## src/rtl/dmem_lsu_if.sv

```systemverilog
// -----------------------------------------------------------------------------
// dmem_lsu_if
//   Request/response channel between the MEM stage and the load/store unit.
//
//   Request  (master -> slave): req_valid, req_is_store, req_funct3,
//                               req_addr, req_wdata
//            (slave -> master): req_ready
//   Response (slave -> master): resp_valid, resp_data, resp_fault
//            (master -> slave): resp_ready
//
//   master modport : the MEM stage (issues requests, consumes responses)
//   slave  modport : the LSU (accepts requests, produces responses)
// -----------------------------------------------------------------------------
interface dmem_lsu_if #(
    parameter int XLEN = 64
);
    logic            req_valid;
    logic            req_ready;
    logic            req_is_store;
    logic [2:0]      req_funct3;
    logic [XLEN-1:0] req_addr;
    logic [XLEN-1:0] req_wdata;

    logic            resp_valid;
    logic            resp_ready;
    logic [XLEN-1:0] resp_data;
    logic            resp_fault;

    modport master (
        output req_valid,
        output req_is_store,
        output req_funct3,
        output req_addr,
        output req_wdata,
        input  req_ready,
        input  resp_valid,
        input  resp_data,
        input  resp_fault,
        output resp_ready
    );

    modport slave (
        input  req_valid,
        input  req_is_store,
        input  req_funct3,
        input  req_addr,
        input  req_wdata,
        output req_ready,
        output resp_valid,
        output resp_data,
        output resp_fault,
        input  resp_ready
    );
endinterface

```

## src/rtl/dmem_lsu.sv

```systemverilog
// -----------------------------------------------------------------------------
// dmem_lsu
//   Load/store unit driving the data_memory interface. Takes one load or store
//   at a time, decodes RISC-V funct3 into the memory size codes, checks
//   alignment and range, performs a single one-cycle memory access and returns
//   a registered response.
//
//   Ports
//     clk          clock, rising edge
//     rst          synchronous active-high reset
//     lsu          request/response channel (dmem_lsu_if.slave)
//     mem_read     load size code  (0 idle, 1 B, 2 H, 3 W, 4 D, 5 BU, 6 HU, 7 WU)
//     mem_write    store size code (0 idle, 1 SB, 2 SH, 3 SW, 4 SD)
//     mem_addr     byte address to memory
//     mem_wdata    store data to memory
//     mem_rdata    combinational read data from memory (already extended)
//     fault_count  saturating count of faulted requests
//
//   Timing: accept at edge N, memory access in cycle N+1, response valid in
//   cycle N+2. A faulted request skips the access: response valid in N+1.
// -----------------------------------------------------------------------------
module dmem_lsu #(
    parameter int XLEN        = 64,
    parameter int MEM_BYTES   = 1024,
    parameter bit CHECK_ALIGN = 1'b1
) (
    input  logic            clk,
    input  logic            rst,
    dmem_lsu_if.slave       lsu,
    output logic [2:0]      mem_read,
    output logic [2:0]      mem_write,
    output logic [XLEN-1:0] mem_addr,
    output logic [XLEN-1:0] mem_wdata,
    input  logic [XLEN-1:0] mem_rdata,
    output logic [15:0]     fault_count
);

    localparam logic [1:0] S_IDLE   = 2'd0;
    localparam logic [1:0] S_ACCESS = 2'd1;
    localparam logic [1:0] S_RESP   = 2'd2;

    // Range limit widened by one bit so addr + size is compared without wrap.
    localparam logic [XLEN:0] MEM_LIMIT = (XLEN+1)'(MEM_BYTES);

    // ------------------------------------------------------------------
    // State
    // ------------------------------------------------------------------
    logic [1:0]      r_state;
    logic            r_is_store;
    logic [2:0]      r_code;        // decoded funct3, doubles as the latched funct3
    logic [XLEN-1:0] r_addr;
    logic [XLEN-1:0] r_wdata;
    logic [XLEN-1:0] r_resp_data;
    logic            r_resp_fault;
    logic [15:0]     r_fault_count;

    // ------------------------------------------------------------------
    // Request decode (combinational, from the live request fields)
    // ------------------------------------------------------------------
    logic [2:0]      w_code;
    logic            w_illegal;
    logic [3:0]      w_size;
    logic [2:0]      w_low_bad;
    logic            w_misaligned;
    logic [XLEN:0]   w_end;
    logic            w_out_of_range;
    logic            w_fault;

    always_comb begin
        w_code    = 3'd0;
        w_illegal = 1'b0;
        if (lsu.req_is_store) begin
            // Stores only exist for funct3 000..011.
            if (lsu.req_funct3[2]) begin
                w_illegal = 1'b1;
            end else begin
                w_code = {1'b0, lsu.req_funct3[1:0]} + 3'd1;
            end
        end else begin
            // Loads: 000..110 map to 1..7; 111 has no encoding.
            if (lsu.req_funct3 == 3'b111) begin
                w_illegal = 1'b1;
            end else begin
                w_code = lsu.req_funct3 + 3'd1;
            end
        end
    end

    always_comb begin
        case (w_code)
            3'd1, 3'd5: w_size = 4'd1;
            3'd2, 3'd6: w_size = 4'd2;
            3'd3, 3'd7: w_size = 4'd4;
            3'd4:       w_size = 4'd8;
            default:    w_size = 4'd1;  // illegal request, faults anyway
        endcase
    end

    // Address bit gi must be zero whenever the access is wider than 2**gi
    // bytes; the OR of these is exactly "addr % size != 0" for power-of-two sizes.
    generate
        for (genvar gi = 0; gi < 3; gi++) begin : g_align
            localparam logic [3:0] BIT_WEIGHT = 4'(1 << gi);
            assign w_low_bad[gi] = lsu.req_addr[gi] & (w_size > BIT_WEIGHT);
        end
    endgenerate

    assign w_misaligned   = CHECK_ALIGN ? (|w_low_bad) : 1'b0;
    assign w_end          = {1'b0, lsu.req_addr} + {{(XLEN-3){1'b0}}, w_size};
    assign w_out_of_range = (w_end > MEM_LIMIT);
    assign w_fault        = w_illegal | w_misaligned | w_out_of_range;

    // ------------------------------------------------------------------
    // FSM and datapath registers
    // ------------------------------------------------------------------
    always_ff @(posedge clk) begin
        if (rst) begin
            r_state       <= S_IDLE;
            r_is_store    <= 1'b0;
            r_code        <= 3'd0;
            r_addr        <= '0;
            r_wdata       <= '0;
            r_resp_data   <= '0;
            r_resp_fault  <= 1'b0;
            r_fault_count <= 16'd0;
        end else begin
            case (r_state)
                S_IDLE: begin
                    if (lsu.req_valid) begin
                        r_is_store   <= lsu.req_is_store;
                        r_code       <= w_code;
                        r_addr       <= lsu.req_addr;
                        r_wdata      <= lsu.req_wdata;
                        r_resp_fault <= w_fault;
                        r_resp_data  <= '0;
                        if (w_fault) begin
                            // Faulted requests never touch memory.
                            r_state <= S_RESP;
                            if (r_fault_count != 16'hFFFF) begin
                                r_fault_count <= r_fault_count + 16'd1;
                            end
                        end else begin
                            r_state <= S_ACCESS;
                        end
                    end
                end
                S_ACCESS: begin
                    r_resp_data <= r_is_store ? '0 : mem_rdata;
                    r_state     <= S_RESP;
                end
                S_RESP: begin
                    // Always return through IDLE so a new request is taken
                    // only in the cycle after the response handshake.
                    if (lsu.resp_ready) begin
                        r_state <= S_IDLE;
                    end
                end
                default: begin
                    r_state <= S_IDLE;
                end
            endcase
        end
    end

    // ------------------------------------------------------------------
    // Outputs
    // ------------------------------------------------------------------
    logic w_in_access;

    // Qualifying with rst keeps a write from committing on a reset edge.
    assign w_in_access = (r_state == S_ACCESS) && !rst;

    assign mem_read  = (w_in_access && !r_is_store) ? r_code : 3'd0;
    assign mem_write = (w_in_access &&  r_is_store) ? r_code : 3'd0;
    assign mem_addr  = r_addr;
    assign mem_wdata = r_wdata;

    assign lsu.req_ready  = (r_state == S_IDLE) && !rst;
    assign lsu.resp_valid = (r_state == S_RESP) && !rst;
    assign lsu.resp_data  = r_resp_data;
    assign lsu.resp_fault = r_resp_fault;

    assign fault_count = r_fault_count;

endmodule

```

## src/flat_wrapper.sv

```systemverilog
// flat-port wrapper written by rule: the top's interface ports become plain ports
module dmem_lsu_flat 
#(
    parameter int XLEN        = 64,
    parameter int MEM_BYTES   = 1024,
    parameter bit CHECK_ALIGN = 1'b1
)
  (clk, rst, mem_read, mem_write, mem_addr, mem_wdata, mem_rdata, fault_count, lsu_req_valid, lsu_req_is_store, lsu_req_funct3, lsu_req_addr, lsu_req_wdata, lsu_req_ready, lsu_resp_valid, lsu_resp_data, lsu_resp_fault, lsu_resp_ready);
  dmem_lsu_if #(.XLEN(XLEN)) lsu_i ();
  input  logic clk;
  input  logic rst;
  output logic [2:0] mem_read;
  output logic [2:0] mem_write;
  output logic [XLEN-1:0] mem_addr;
  output logic [XLEN-1:0] mem_wdata;
  input  logic [XLEN-1:0] mem_rdata;
  output logic [15:0] fault_count;
  input wire logic [$bits(lsu_i.req_valid)-1:0] lsu_req_valid;
  input wire logic [$bits(lsu_i.req_is_store)-1:0] lsu_req_is_store;
  input wire logic [$bits(lsu_i.req_funct3)-1:0] lsu_req_funct3;
  input wire logic [$bits(lsu_i.req_addr)-1:0] lsu_req_addr;
  input wire logic [$bits(lsu_i.req_wdata)-1:0] lsu_req_wdata;
  output wire logic [$bits(lsu_i.req_ready)-1:0] lsu_req_ready;
  output wire logic [$bits(lsu_i.resp_valid)-1:0] lsu_resp_valid;
  output wire logic [$bits(lsu_i.resp_data)-1:0] lsu_resp_data;
  output wire logic [$bits(lsu_i.resp_fault)-1:0] lsu_resp_fault;
  input wire logic [$bits(lsu_i.resp_ready)-1:0] lsu_resp_ready;
  assign lsu_i.req_valid = lsu_req_valid;
  assign lsu_i.req_is_store = lsu_req_is_store;
  assign lsu_i.req_funct3 = lsu_req_funct3;
  assign lsu_i.req_addr = lsu_req_addr;
  assign lsu_i.req_wdata = lsu_req_wdata;
  assign lsu_req_ready = lsu_i.req_ready;
  assign lsu_resp_valid = lsu_i.resp_valid;
  assign lsu_resp_data = lsu_i.resp_data;
  assign lsu_resp_fault = lsu_i.resp_fault;
  assign lsu_i.resp_ready = lsu_resp_ready;
  dmem_lsu #(.XLEN(XLEN), .MEM_BYTES(MEM_BYTES), .CHECK_ALIGN(CHECK_ALIGN)) u_core (.clk(clk), .rst(rst), .lsu(lsu_i), .mem_read(mem_read), .mem_write(mem_write), .mem_addr(mem_addr), .mem_wdata(mem_wdata), .mem_rdata(mem_rdata), .fault_count(fault_count));
endmodule
```

## config.mk

```make
export PLATFORM = sky130hd
export DESIGN_NAME = dmem_lsu_flat
export DESIGN_NICKNAME = d
export VERILOG_FILES = /design/src/rtl/dmem_lsu_if.sv /design/src/rtl/dmem_lsu.sv /design/src/flat_wrapper.sv
export SDC_FILE = /design/constraint.sdc
export NUM_CORES = 1
export LEC_CHECK = 0
export CORE_MARGIN = 5
export CORE_UTILIZATION = 38
export CTS_CLUSTER_DIAMETER = 50
export DETAILED_ROUTE_END_ITERATION = 12
export PLACE_DENSITY_LB_ADDON = 0.2
export SYNTH_ARGS = -nofsm -noshare
export SYNTH_HDL_FRONTEND = slang
export SYNTH_SLANG_ARGS = --single-unit
```

## constraint.sdc

```tcl
create_clock -name clk -period 6.11 [get_ports clk]
set_input_delay 1.833 -clock clk [delete_from_list [all_inputs] [get_ports clk]]
set_output_delay 1.833 -clock clk [all_outputs]
set_load 0.01 [all_outputs]
```

Yosys cells after proc, flatten, opt, wreduce, memory -nomap -nowiden
Index checks and enable logic that the tools add are counted.

Register bits after elaboration: 215. Output and inout bits: 217.

Add/subtract/negate cells: 4. $lt $le $gt $ge: 4. Equal/unequal tests: 11. Mux-type cells: 16. Bitwise logic cells: 5. Reductions and logical operators: 16.

Operators by type and width (number): 2-to-1 mux 64 bit (2); case mux 64 bit (2 select lines) (1); adder 64 x 4 -> 65 bit (1); > comparator 65 x 11 -> 1 bit (second input constant) (1); adder 16 x 1 -> 16 bit (second input constant) (1); inequality test 16 bit (second input constant) (1); 2-to-1 mux 3 bit (5); equality test 3 bit (second input constant) (4); case mux 4 bit (3 select lines) (1); equality test 3 x 2 -> 1 bit (second input constant) (2); 2-to-1 mux 2 bit (3); case mux 2 bit (3 select lines) (1); AND reduction 2 bit (3); logical AND 1 bit (5); > comparator 4 x 1 -> 1 bit (second input constant) (1); > comparator 4 x 2 -> 1 bit (second input constant) (1); > comparator 4 x 3 -> 1 bit (second input constant) (1); inequality test 2 bit (second input constant) (2); AND reduction 4 bit (1); OR reduction 2 bit (2); adder 2 x 1 -> 3 bit (second input constant) (1); adder 3 x 1 -> 3 bit (second input constant) (1); bitwise AND 1 bit (3); 2-to-1 mux 1 bit (3); 7 further kinds (9).

Logic depth before layout (Yosys ltp)
Depth in word-level cells: 14. Mapped depth: 18. Mapped depth without buffers: 17.

Least setup slack after synthesis
Ideal clock, no wire load.

Path kind: input to register. Start: in lsu_req_funct3[0]. End: reg u_core.r_fault_count[9], in the netlist u_core.fault_count[9]. Library setup time: 0.123 ns. Arrival time: 5.844 ns. Setup slack: 0.143 ns. Cell stages on the path: 16. Path through: ha_1 -> ha_1 -> o32ai_1 -> nor2b_1 -> ha_1 -> nand3_1 -> a2111oi_2 -> nand3_1 -> or4_1 -> a22oi_1 -> o211ai_1 -> nor4_1 -> a21oi_2 -> buf_6 -> nand4_1 -> mux2_1.

Cells in the longest elaborated chain, start to end: 12. Elaborated cells on any way between the ends: 28. Classes of those cells: add/sub: 3; order compare: 4; eq/ne: 6; mux: 6; bitwise: 5; reduce/logical: 4.

RTL lines: start, declared (RTL line flat_wrapper.sv:20) `input wire logic [$bits(lsu_i.req_funct3)-1:0] lsu_req_funct3;`; branches (longest 10 deep; another with adder 64 x 4 -> 65 bit); bitwise OR 1 bit (*) (RTL line dmem_lsu.sv:111) `assign w_fault = w_illegal | w_misaligned | w_out_of_range;`; AND reduction 4 bit (no line) (*); end signal, assigned (RTL line dmem_lsu.sv:140) `r_fault_count <= r_fault_count + 16'd1;`; end, declared (RTL line dmem_lsu.sv:55) `logic [15:0] r_fault_count;`.

Mark *: on every way between the ends. A chain may end at the register's enable or synchronous reset.

Final worst setup path
Start: in lsu_req_funct3[0]. End: reg u_core.r_fault_count[15], in the netlist u_core.fault_count[15].

Same word-level chain as after synthesis.

==> impl_metrics.json <==
{
  "status": "finished, final reports clean",
  "crit_path_start": "lsu_req_funct3[0]",
  "row_count": 57,
  "hpwl_um": 27310,
  "gp_congestion": 0.9597,
  "vias": 10149,
  "finalNonFillerCells": 1917,
  "postSynthRegisterBits": 215,
  "yosys.area.top_type_share": 0.4587,
  "initial_core_util": 0.3858,
  "ys_types": 68,
  "r2r_start": "u_core.fault_count[2]",
  "cts_buffers": 27,
  "final_nets": 1782,
  "relSlewSlack": 0.3805,
  "cap_violations": 0,
  "globalRoute.totalOverflow": 0,
  "post_cts_buffers": 0,
  "slew_viol_final": 0,
  "fmax_mhz": 168.0,
  "leakage_nw": 5.501,
  "crit_type": "in2reg",
  "dpl.cell_count": 1868,
  "synthCells": 1157,
  "tightest_slew_ns": 0.9271,
  "post_drt_wl_per_cell_um": 19.08,
  "ys_warn_count": 0,
  "post-route-util": 0.6176,
  "core_area_mm2": 0.02432,
  "end_kind": "register",
  "mostFrequentLayoutCell": "clkdlybuf4s50_1",
  "power.density_mw_per_mm2": 241.7,
  "setup_viol": 0,
  "grt_use_total": 0.2435,
  "clock_path_buffers": 3,
  "cts.sink_count": 215,
  "fin_crit_ns": 5.954,
  "met2_usage": 0.4456,
  "ys.flop_type": "dfxtp_1",
  "die_area_mm2": 0.02793,
  "path_max_fanout": 14,
  "reg2reg_slack_ns": 3.45,
  "setup_tns_ns": 0,
  "syn_to_final_growth_pct": 60.07,
  "grt_pass1_wl_um": 56060,
  "portBuffers": 416,
  "ant_nets": 0,
  "synth_enable_flop_cells": 0,
  "yosysTopAreaCell": "dfxtp_1",
  "synthArstFlopShare": 0,
  "fp.dieH_um": 167.1,
  "final_cell_mix": "415 x clkdlybuf4s50_1, 294 x nand2_1, 215 x dfxtp_1, 147 x a21oi_1, 64 x a22o_1",
  "drt-initial-drc-count": 737,
  "worstHoldStart": "u_core.mem_wdata[45]",
  "cp.arrival_ns": 6.42,
  "drc": 0,
  "netlist_area_mm2": 0.009383,
  "dr.pass1.iters": 5,
  "peakVddDrop_uv": 211.7,
  "wirelength_um": 36570,
  "grt.met1_usage": 0.2819,
  "cts_tree": "done",
  "clkTransAtPathRegs_ns": 0.05,
  "finalCritPeriodShare": 0.9744,
  "die_w_um": 167.1,
  "syn_nets": 1366,
  "htree_levels": 1,
  "grt_pass1_vias": 9820,
  "hold_viol": 0,
  "busiest_layer": "met2",
  "met3_usage": 0.06530,
  "clkLatencyLatePin_ns": 0.55,
  "netlist_top_cells_area": "dfxtp_1 46%, nand2_1 12%, a21oi_1 7.9%",
  "syn_avg_cell_area_um2": 8.110,
  "grt_max_degree": 134,
  "hold_class": "reg2reg",
  "skew_ns": 0.02333,
  "yosysSeqAreaShare": 0.4587,
  "start_kind": "input port",
  "clockRootBuffer": "clkbuf_16",
  "critPathRequiredTime_ns": 6.57,
  "antenna_found_initial": 1,
  "drive_gt1_frac": 0.07601,
  "rsz0062_at_grt": "false",
  "viasPerCell": 5.294,
  "io_pins": 417
}
kinds of logic (layout without fill, tap and decap cells):
family	Yosys count	after routing	synth area share
AND/OR/NAND/NOR	517	517	0.2560
AO/OA/AOI/OAI	279	279	0.1932
flip-flops	215	215	0.4587
buffers and inverters	100	535	0.04241
XOR/XNOR	28	28	0.02614
adder cells (fa/ha/maj)	9	9	0.01280
multiplexers	9	9	0.01067
other	0	1	0
stage by stage:
| step | hold slack [ns] | power, mW | cell area [um2] | setup WS, ns |
|---|---|---|---|---|
| after CTS | 0.4533 | 3.665 | 14970 | 0.08226 |
| after global placement | 0.4404 | 2.060 | 14050 | -0.4508 |
| final | 0.4523 | 3.630 | 15020 | 0.1565 |
| after global routing | 0.4681 | 3.780 | 15020 | 0.003602 |
| after floorplan | 0.4358 | 1.729 | 9383 | 0.1427 |
| after detailed placement | 0.4453 | 2.069 | 14050 | -0.6184 |
registers in the layout (all words and copies together), names as in the netlist:
signal,count
u_core.lsu.resp_data,64
u_core.mem_addr,64
u_core.mem_wdata,64
u_core.fault_count,16
u_core.r_code,3
u_core.r_state,2
u_core.lsu.resp_fault,1
u_core.r_is_store,1
power by group:
group | total, mW | internal, mW | leakage, nW | switching [mW]
sequential | 1.49 | 1.46 | 1.75 | 0.0300
clock | 1.59 | 0.972 | 0.434 | 0.614
combinational | 0.557 | 0.285 | 3.31 | 0.272
total | 3.63 | 2.71 | 5.50 | 0.916
cells in the mapped netlist, drive strengths merged, types with 5 or more instances:
library cell,n
nand2,295
dfxtp,215
a21oi,149
clkbuf,67
a22o,64
nor2,42
nand4,38
nand3,27
nor3,26
nor4,22
inv,19
and3,15
buf,14
o21ai,14
xnor2,14
xor2,14
or4,11
ha,8
a31o,7
and2,7
a31oi,6
nor2b,6
or2,6
and4,5
mux2,5
o211ai,5
o31ai,5
critical path, stage by stage:
cell and delay (ns):
clkdlybuf4s50_1 0.44, ha_1 0.24, ha_1 0.34, o32ai_4 0.31
nor2b_1 0.18, ha_1 0.23, buf_4 0.15, nand3_1 0.12
a2bb2oi_2 0.21, or4_1 0.58, a2111oi_1 0.49, nand4_1 0.16
nor4_2 0.26, buf_4 0.16, a21oi_2 0.12, buf_6 0.19
a311oi_2 0.26, a31o_1 0.14
layout make-up:
class                   instances  area [um2]
fillers                      2097        9300
inverters                      19       71.32
multi-input cells             842        4772
flip-flops and latches        215        4304
repair buffers                468        4572
clock buffers                  37       733.2
clock inverters                11       158.9
well taps                     324       405.4
diodes                          1       2.502
final timing paths:
| path | to | depth (start not counted) |
|---|---|---|
| max | u_core.fault_count[15] | 18 |
| min | u_core.mem_wdata[45] | 2 |
| max reg2reg | u_core.fault_count[7] | 10 |
| min reg2reg | u_core.mem_wdata[45] | 2 |
metal layers:
layer | up-vias | part of all wire
met3 | 57 | 0.077
met2 | 383 | 0.51
met1 | 4784 | 0.39
li1 | 4923 | -
met4 | 2 | 0.024
met5 | - | 0.0012
timing repair:
item	in CTS	in global routing
pin swaps	0	4
hold buffers	0	0
endpoints found under the setup margin	8	16
gates resized for setup	2	10
cloned	0	0
hold endpoints to repair	0	0
Note: power is estimated with default switching activity, not from simulation.
